## src/rtl/fifo_wr_arbiter.sv

```systemverilog
// Round-robin write arbiter for a shared FIFO. It grants one requester per packet,
// with a burst cap per grant and a one-cycle bubble before each new arbitration.
module fifo_wr_arbiter #(
  parameter int NUM_REQ   = 4,
  parameter int DW        = 16,
  parameter int MAX_BURST = 16
) (
  input  logic                  clk_i,
  input  logic                  rst_n_i,
  input  logic [NUM_REQ-1:0]    req_valid_i,
  input  logic [NUM_REQ*DW-1:0] req_data_i,
  input  logic [NUM_REQ-1:0]    req_last_i,
  output logic [NUM_REQ-1:0]    req_ready_o,
  output logic                  fifo_wr_en_o,
  output logic [DW-1:0]         fifo_wr_data_o,
  input  logic                  fifo_full_i,
  output logic [NUM_REQ-1:0]    grant_o,
  output logic                  busy_o
);

  localparam int IW = (NUM_REQ > 1) ? $clog2(NUM_REQ) : 1;
  localparam int CW = $clog2(MAX_BURST + 1);
  localparam logic [CW-1:0] BURST_LAST  = CW'(MAX_BURST - 1);
  localparam logic [IW-1:0] RESET_OWNER = IW'(NUM_REQ - 1);

  typedef enum logic {
    IDLE  = 1'b0,
    GRANT = 1'b1
  } state_t;

  state_t              state_r, state_nxt_s;
  // last_owner_r doubles as the current owner while in GRANT
  logic [IW-1:0]       last_owner_r;
  logic [IW-1:0]       pick_s;
  logic [IW-1:0]       idx_s;
  logic                pick_valid_s;
  logic [CW-1:0]       cnt_r;
  logic                transfer_s;
  logic                release_s;
  logic [NUM_REQ-1:0]  ready_s;
  logic [NUM_REQ-1:0]  grant_s;
  logic [DW-1:0]       wr_data_s;

  // Round-robin search: first valid index after the previous owner, wrapping.
  always_comb begin
    pick_s       = '0;
    pick_valid_s = 1'b0;
    idx_s        = '0;
    for (int i = 1; i <= NUM_REQ; i++) begin
      idx_s = IW'((int'(last_owner_r) + i) % NUM_REQ);
      if (!pick_valid_s && req_valid_i[idx_s]) begin
        pick_valid_s = 1'b1;
        pick_s       = idx_s;
      end else begin
        pick_valid_s = pick_valid_s;
      end
    end
  end

  assign transfer_s = (state_r == GRANT) && req_valid_i[last_owner_r] && !fifo_full_i;
  assign release_s  = transfer_s && (req_last_i[last_owner_r] || (cnt_r == BURST_LAST));

  // Next-state and per-owner output decode.
  always_comb begin
    state_nxt_s = state_r;
    ready_s     = '0;
    grant_s     = '0;
    wr_data_s   = '0;
    case (state_r)
      IDLE: begin
        if (pick_valid_s) begin
          state_nxt_s = GRANT;
        end else begin
          state_nxt_s = IDLE;
        end
      end
      GRANT: begin
        ready_s[last_owner_r] = !fifo_full_i;
        grant_s[last_owner_r] = 1'b1;
        wr_data_s             = req_data_i[int'(last_owner_r)*DW +: DW];
        if (release_s) begin
          state_nxt_s = IDLE;
        end else begin
          state_nxt_s = GRANT;
        end
      end
      default: begin
        state_nxt_s = IDLE;
      end
    endcase
  end

  // State, owner and burst counter registers.
  always_ff @(posedge clk_i or negedge rst_n_i) begin
    if (!rst_n_i) begin
      state_r      <= IDLE;
      last_owner_r <= RESET_OWNER;
      cnt_r        <= '0;
    end else begin
      state_r <= state_nxt_s;
      if ((state_r == IDLE) && pick_valid_s) begin
        last_owner_r <= pick_s;
        cnt_r        <= '0;
      end else if (transfer_s) begin
        cnt_r <= cnt_r + CW'(1);
      end else begin
        cnt_r <= cnt_r;
      end
    end
  end

  assign req_ready_o    = ready_s;
  assign grant_o        = grant_s;
  assign fifo_wr_data_o = wr_data_s;
  assign fifo_wr_en_o   = transfer_s;
  assign busy_o         = (state_r == GRANT);

endmodule
```

## config.mk

```make
export PLATFORM = sky130hd
export DESIGN_NAME = fifo_wr_arbiter
export DESIGN_NICKNAME = d
export VERILOG_FILES = /design/src/rtl/fifo_wr_arbiter.sv
export SDC_FILE = /design/constraint.sdc
export NUM_CORES = 1
export LEC_CHECK = 0
export ABC_AREA = 0
export CORE_AREA = 4 4 70 72
export CTS_BUF_LIST = sky130_fd_sc_hd__clkbuf_16
export DETAILED_ROUTE_END_ITERATION = 7
export DIE_AREA = 0 0 74 76
export PLACE_DENSITY_LB_ADDON = 0.05
export SLEW_MARGIN = 20
export SYNTH_ARGS = -nofsm -noshare
export SYNTH_HDL_FRONTEND = slang
export SYNTH_SLANG_ARGS = --single-unit
export TNS_END_PERCENT = 100
```

## constraint.sdc

```tcl
create_clock -name clk_i -period 2.27 [get_ports clk_i]
set_clock_uncertainty 0.2 [all_clocks]
set_input_delay 0.227 -clock clk_i [delete_from_list [all_inputs] [get_ports clk_i]]
set_output_delay 0.227 -clock clk_i [all_outputs]
set_load 0.02 [all_outputs]
```

# Word-level counts from Yosys, hierarchy flattened
# Cells that the tools add are included.
dict set report word_totals {
  reg_bits 8
  latch_bits 0
  ram_bits 0
  romBits 0
  input_bits 75
  out_inout_bits 26
  wordCells 62
  mem_count 0
}
dict set report classes {
  addsub 5
  mul 0
  div_mod_pow 0
  order_cmp 6
  eq_ne 1
  n_shift 1
  muxes 30
  bitwise_logic 2
  reduce_logical 14
}
# op n
set ops {}
lappend ops {{64-bit by 7-bit indexed part select with 16-bit output} 1}
lappend ops {{16-bit two-way mux} 1}
lappend ops {{2-bit by 3-bit < comparator with 1-bit output, second input constant} 5}
lappend ops {{1-bit two-way mux} 13}
lappend ops {{1-bit binary-select mux with 2-bit select} 6}
lappend ops {{5-bit two-way mux} 2}
lappend ops {{1-bit logical AND} 8}
lappend ops {{2-bit two-way mux} 4}
lappend ops {{4-bit two-way mux} 2}
lappend ops {{5-bit by 1-bit adder with 5-bit output, second input constant} 1}
lappend ops {{5-bit by 4-bit == test with 1-bit output, second input constant} 1}
lappend ops {{2-bit by 1-bit adder with 2-bit output, second input constant} 2}
lappend ops {{2-bit adder, second input constant} 2}
lappend ops {{4-bit AND} 1}
lappend ops {{1-bit logical NOT} 4}
lappend ops {{1-bit demux with 2-bit select} 1}
lappend ops {{2-bit by 1-bit >= comparator with 1-bit output, second input constant} 1}
lappend ops {{1-bit case mux with 2 select lines} 1}
lappend ops {{2-bit nonzero test} 1}
lappend ops {{1-bit logical OR} 1}
lappend ops {{1-bit inverter} 1}

# Depth between registers and ports, before layout
dict set report depth {
  word_depth 15
  ltp_mapped 8
  mapped_depth_nobuf 6
}

# Worst setup path after synthesis
# Ideal clock, no wire load.
dict set report synth_timing {
  path_type {register to register}
  from {register last_owner_r[0]}
  to {register last_owner_r[0]}
  setup_time_ps 83
  t_arrival_ps 2212
  required_ps 1987
  slack_ps -225
  path_stages_with_launch 9
  path_buffers 2
  synth_period_minus_slack_ps 2495
  cell_sequence {dfstp_2 > buf_2 > buf_2 > inv_1 > ha_1 > mux4_2 > nand2b_4 > a211oi_2 > a221o_1}
}
dict set report synth_between {
  elab_chain_cells 14
  word_cells_on_any_way 27
  classes_between {4 x add/sub; 16 x mux; 7 x reduce/logical}
}
# element line
set synth_lines {}
lappend synth_lines {{from (decl)} 33} ;# logic [IW-1:0] last_owner_r;
lappend synth_lines {{from (signal assigned)} 102} ;# last_owner_r <= pick_s;
lappend synth_lines {{2-bit by 1-bit adder with 2-bit output} 50} ;# idx_s = IW'((int'(last_owner_r) + i) % NUM_REQ);
lappend synth_lines {{1-bit binary-select mux with 2-bit select} 51} ;# if (!pick_valid_s && req_valid_i[idx_s]) begin
lappend synth_lines {{1-bit two-way mux (not written as such)} 51}
lappend synth_lines {{1-bit two-way mux} 51}
lappend synth_lines {{1-bit logical NOT} 51}
lappend synth_lines {{1-bit logical AND} 51}
lappend synth_lines {{1-bit two-way mux} 51}
lappend synth_lines {{1-bit logical NOT} 51}
lappend synth_lines {{1-bit logical AND} 51}
lappend synth_lines {{1-bit two-way mux} 51}
lappend synth_lines {{1-bit logical NOT} 51}
lappend synth_lines {{1-bit logical AND} 51}
lappend synth_lines {{1-bit two-way mux} 51}
lappend synth_lines {{1-bit logical AND} 101} ;# if ((state_r == IDLE) && pick_valid_s) begin
# Parallel ways exist; a longest one is shown, timed or not. The select of a mux whose other input is x is not followed.
# A chain may end at the register's enable or synchronous reset.

# Final worst setup path
dict set report layout_timing {
  from {register last_owner_r[0]}
  to {output fifo_wr_data_o[5]}
}
dict set report layout_between {
  elab_chain_cells 2
}
# element line
set layout_lines {}
lappend layout_lines {{64-bit by 7-bit indexed part select with 16-bit output} 80} ;# wr_data_s = req_data_i[int'(last_owner_r)*DW +: DW];
lappend layout_lines {{16-bit two-way mux} 69} ;# case (state_r)
lappend layout_lines {{to (decl)} 15} ;# output logic [DW-1:0] fifo_wr_data_o,
# Every way passes these cells.

==> impl_metrics.env <==
export IMPL_synth_seq_cells=8
export IMPL_yosysWarnings=0
export IMPL_syn2layout_area_growth_pct=97.7
export IMPL_netlist_top_cells_count="23 x and2_1, 20 x mux4_2, 9 x nor2_1"
export IMPL_boundaryPins=101
export IMPL_p_int_uw=1600
export IMPL_maxCapViolCount=0
export IMPL_placed_cells=268
export IMPL_crit_path_end_kind="primary output"
export IMPL_stdcell_count=279
export IMPL_maxSlewViolCount=0
export IMPL_initial_utilization=0.286
export IMPL_drt_first_pass_iters=4
export IMPL_synth_fp_nets=193
export IMPL_status="completed"
export IMPL_drive_gt1_frac=0.317
export IMPL_ys_types=29
export IMPL_power_switching_uw=1130
export IMPL_syn_cell_area_sq_um=1230
export IMPL_path_clk_slew_ns=0.04
export IMPL_grt_max_degree=19
export IMPL_tightest_slew_ns=0.548
export IMPL_ant_nets=0
export IMPL_crit_chain="buf_12 > mux4_2 > and2_1 > buf_2"
export IMPL_grt_setup_unrepaired="no"
export IMPL_required_ns=1.84
export IMPL_portBuffers=100
export IMPL_die_area_sq_um=5620
export IMPL_critPathMaxStageDelay_ns=0.57
export IMPL_timing_hold_ws_ns=0.0708
export IMPL_avgSynthCellArea_sq_um=11.0
export IMPL_grt_pass1_vias=1493
export IMPL_drt_wl_total_microns=4430
export IMPL_drtIter0Drc=33
export IMPL_core_sq_um=4290
export IMPL_cts_buffers=3
export IMPL_fin_crit_sh=0.972
export IMPL_vias=1384
export IMPL_pwr_share_clk=0.111
export IMPL_yosys_most_used_dff="dfrtp_1"
export IMPL_fin_nets=309
export IMPL_placed_area_sq_um=2390
export IMPL_die_y_microns=76
export IMPL_htreeDepth=1
export IMPL_postSynthCellCount=112
export IMPL_swShare=0.414
export IMPL_synth_top_cell_by_area="mux4_2"
export IMPL_cts_root_buf="clkbuf_16"
export IMPL_grt_pass1_wl_microns=7200
export IMPL_path_max_fanout=13
export IMPL_powerDensity_nw_per_um2=1120
export IMPL_max_slew_margin=0.634
export IMPL_crit_type="reg -> out"
export IMPL_grt_usage=0.160
export IMPL_synth_edf_count=0
export IMPL_setup_viol_count_final=0
export IMPL_viasPerCell=4.96
export IMPL_peakVddDrop_uv=465
export IMPL_yosys_top_cells_area="mux4_2 37%, dfrtp_1 12%, and2_1 12%"
export IMPL_max_freq_mhz=453
export IMPL_cts_buffer_depth=2
export IMPL_dp_hpwl_microns=3630
export IMPL_cp_start_kind="flop"
export IMPL_pwr_share_seq=0.098
export IMPL_final_hold_violation_count=0
export IMPL_combPwrFrac=0.792
export IMPL_gp_congestion=0.759
export IMPL_worstSkewPairLatency_ns=0.23
export IMPL_fin_util=0.566
export IMPL_antenna_found_initial=0
export IMPL_fp_row_count=24
export IMPL_hp_class="in -> async"
export IMPL_leakage_uw=0.00105
export IMPL_diodes=0
export IMPL_fillers=369
export IMPL_grt_overflow_total=0
export IMPL_synthArstFlopShare=1.00
export IMPL_arrival_ns=1.78
export IMPL_wire_per_inst_microns=15.9
export IMPL_tritoncts="done"
export IMPL_die_w_microns=74
export IMPL_slowest_stage="dfstp_2"
export IMPL_yosysMostFrequentCell="and2_1"
export IMPL_drcViolationCount=0
export IMPL_finalInstanceArea_sq_um=2430
export IMPL_seq_area_frac_synth=0.165
export IMPL_period_needed_ns=2.21
export IMPL_synth_top_area_frac=0.366
export IMPL_cts_sinks=8
## worst max-delay path, delay by kind of cell, from the launching register on
family	cells	cell delay [ns]
buffers and inverters	2	0.31
and+or+nand+nor	1	0.16
DFF	1	0.57
muxes	1	0.50
## final timing paths
kind | startpoint | end | slack (ns) | depth (start not counted)
worst max-delay path | last_owner_r[0] | fifo_wr_data_o[5] | 0.06 | 4
worst min-delay path | rst_n_i | cnt_r[3] | 0.07 | 1
worst max register to register | last_owner_r[0] | last_owner_r[0] | 0.09 | 7
worst min register to register | cnt_r[3] | cnt_r[3] | 0.35 | 2
max in group asynchronous | rst_n_i | last_owner_r[0] | 1.49 | 1
min in group clk_i | cnt_r[3] | cnt_r[3] | 0.35 | 2
## repair_timing
action                                  in CTS  in global routing
hold buffers                                 0                  0
resized for setup                           73                  6
endpoints found under the setup margin      25                  4
setup buffers                                6                  1
## per-stage QoR
stage | TNS, ns | power [uW] | setup WS [ns]
after floorplan | 0 | 1650 | 0.0336
after global placement | -1.13 | 2500 | -0.0858
after detailed placement | -1.34 | 2550 | -0.0956
after CTS | -0.0913 | 2740 | -0.0913
after global routing | 0 | 2940 | 0.00355
final | 0 | 2730 | 0.0631
## cells in the final DEF (no fill, tap or decap), types with 3 or more instances in the layout
master,n
clkdlybuf4s50_1,75
and2_1,22
mux4_2,20
buf_4,19
buf_2,15
nor2_1,9
dlygate4sd2_1,7
dfrtp_1,6
inv_1,5
ha_1,5
nor2b_1,4
a21oi_1,4
o21ai_0,3
clkbuf_16,3
buf_12,3
## registers in the layout (all words and copies together) (netlist names)
register and count:
cnt_r 5, last_owner_r 2, busy_o 1
## cells by family (layout without fill, tap and decap cells)
| group | count (synthesis) | in the layout | synth area share |
|---|---|---|---|
| XOR/XNOR | 3 | 3 | 0.0214 |
| AND/OR/NAND/NOR | 42 | 42 | 0.201 |
| buffers and inverters | 14 | 129 | 0.0590 |
| flip-flops | 8 | 8 | 0.165 |
| multiplexers | 23 | 23 | 0.392 |
| adder cells (fa/ha/maj) | 6 | 6 | 0.0610 |
| AO/OA/AOI/OAI | 16 | 16 | 0.101 |
## final cells by class
cell class / count / area, sq um / area share
clock buffer: 3 / 75.1 / 0.0309
sequential: 8 / 203 / 0.0834
inverter: 4 / 15.0 / 0.00618
multi-input combinational: 90 / 970 / 0.399
clock inverter: 1 / 3.75 / 0.00154
tap: 52 / 65.1 / 0.0268
timing repair buffer: 121 / 1100 / 0.452
## routing by layer
metal,routed length [microns],share of wire,track usage,vias to the layer above
li1,-,-,-,649
met1,1570,0.35,0.189,659
met2,2350,0.53,0.287,69
met3,449,0.10,0.0396,7
met4,59,0.013,0.0308,0
met5,0,0,0,-
## power groups by stage
stage / clock (uW) / sequential [uW] / combinational [uW]
final: 302 / 266 / 2160
after global routing: 322 / 276 / 2340
after CTS: 309 / 267 / 2170
after detailed placement: 0 / 271 / 2280
after global placement: 0 / 270 / 2230
after floorplan: 0 / 249 / 1400
Note: power is estimated with default switching activity, not from simulation.
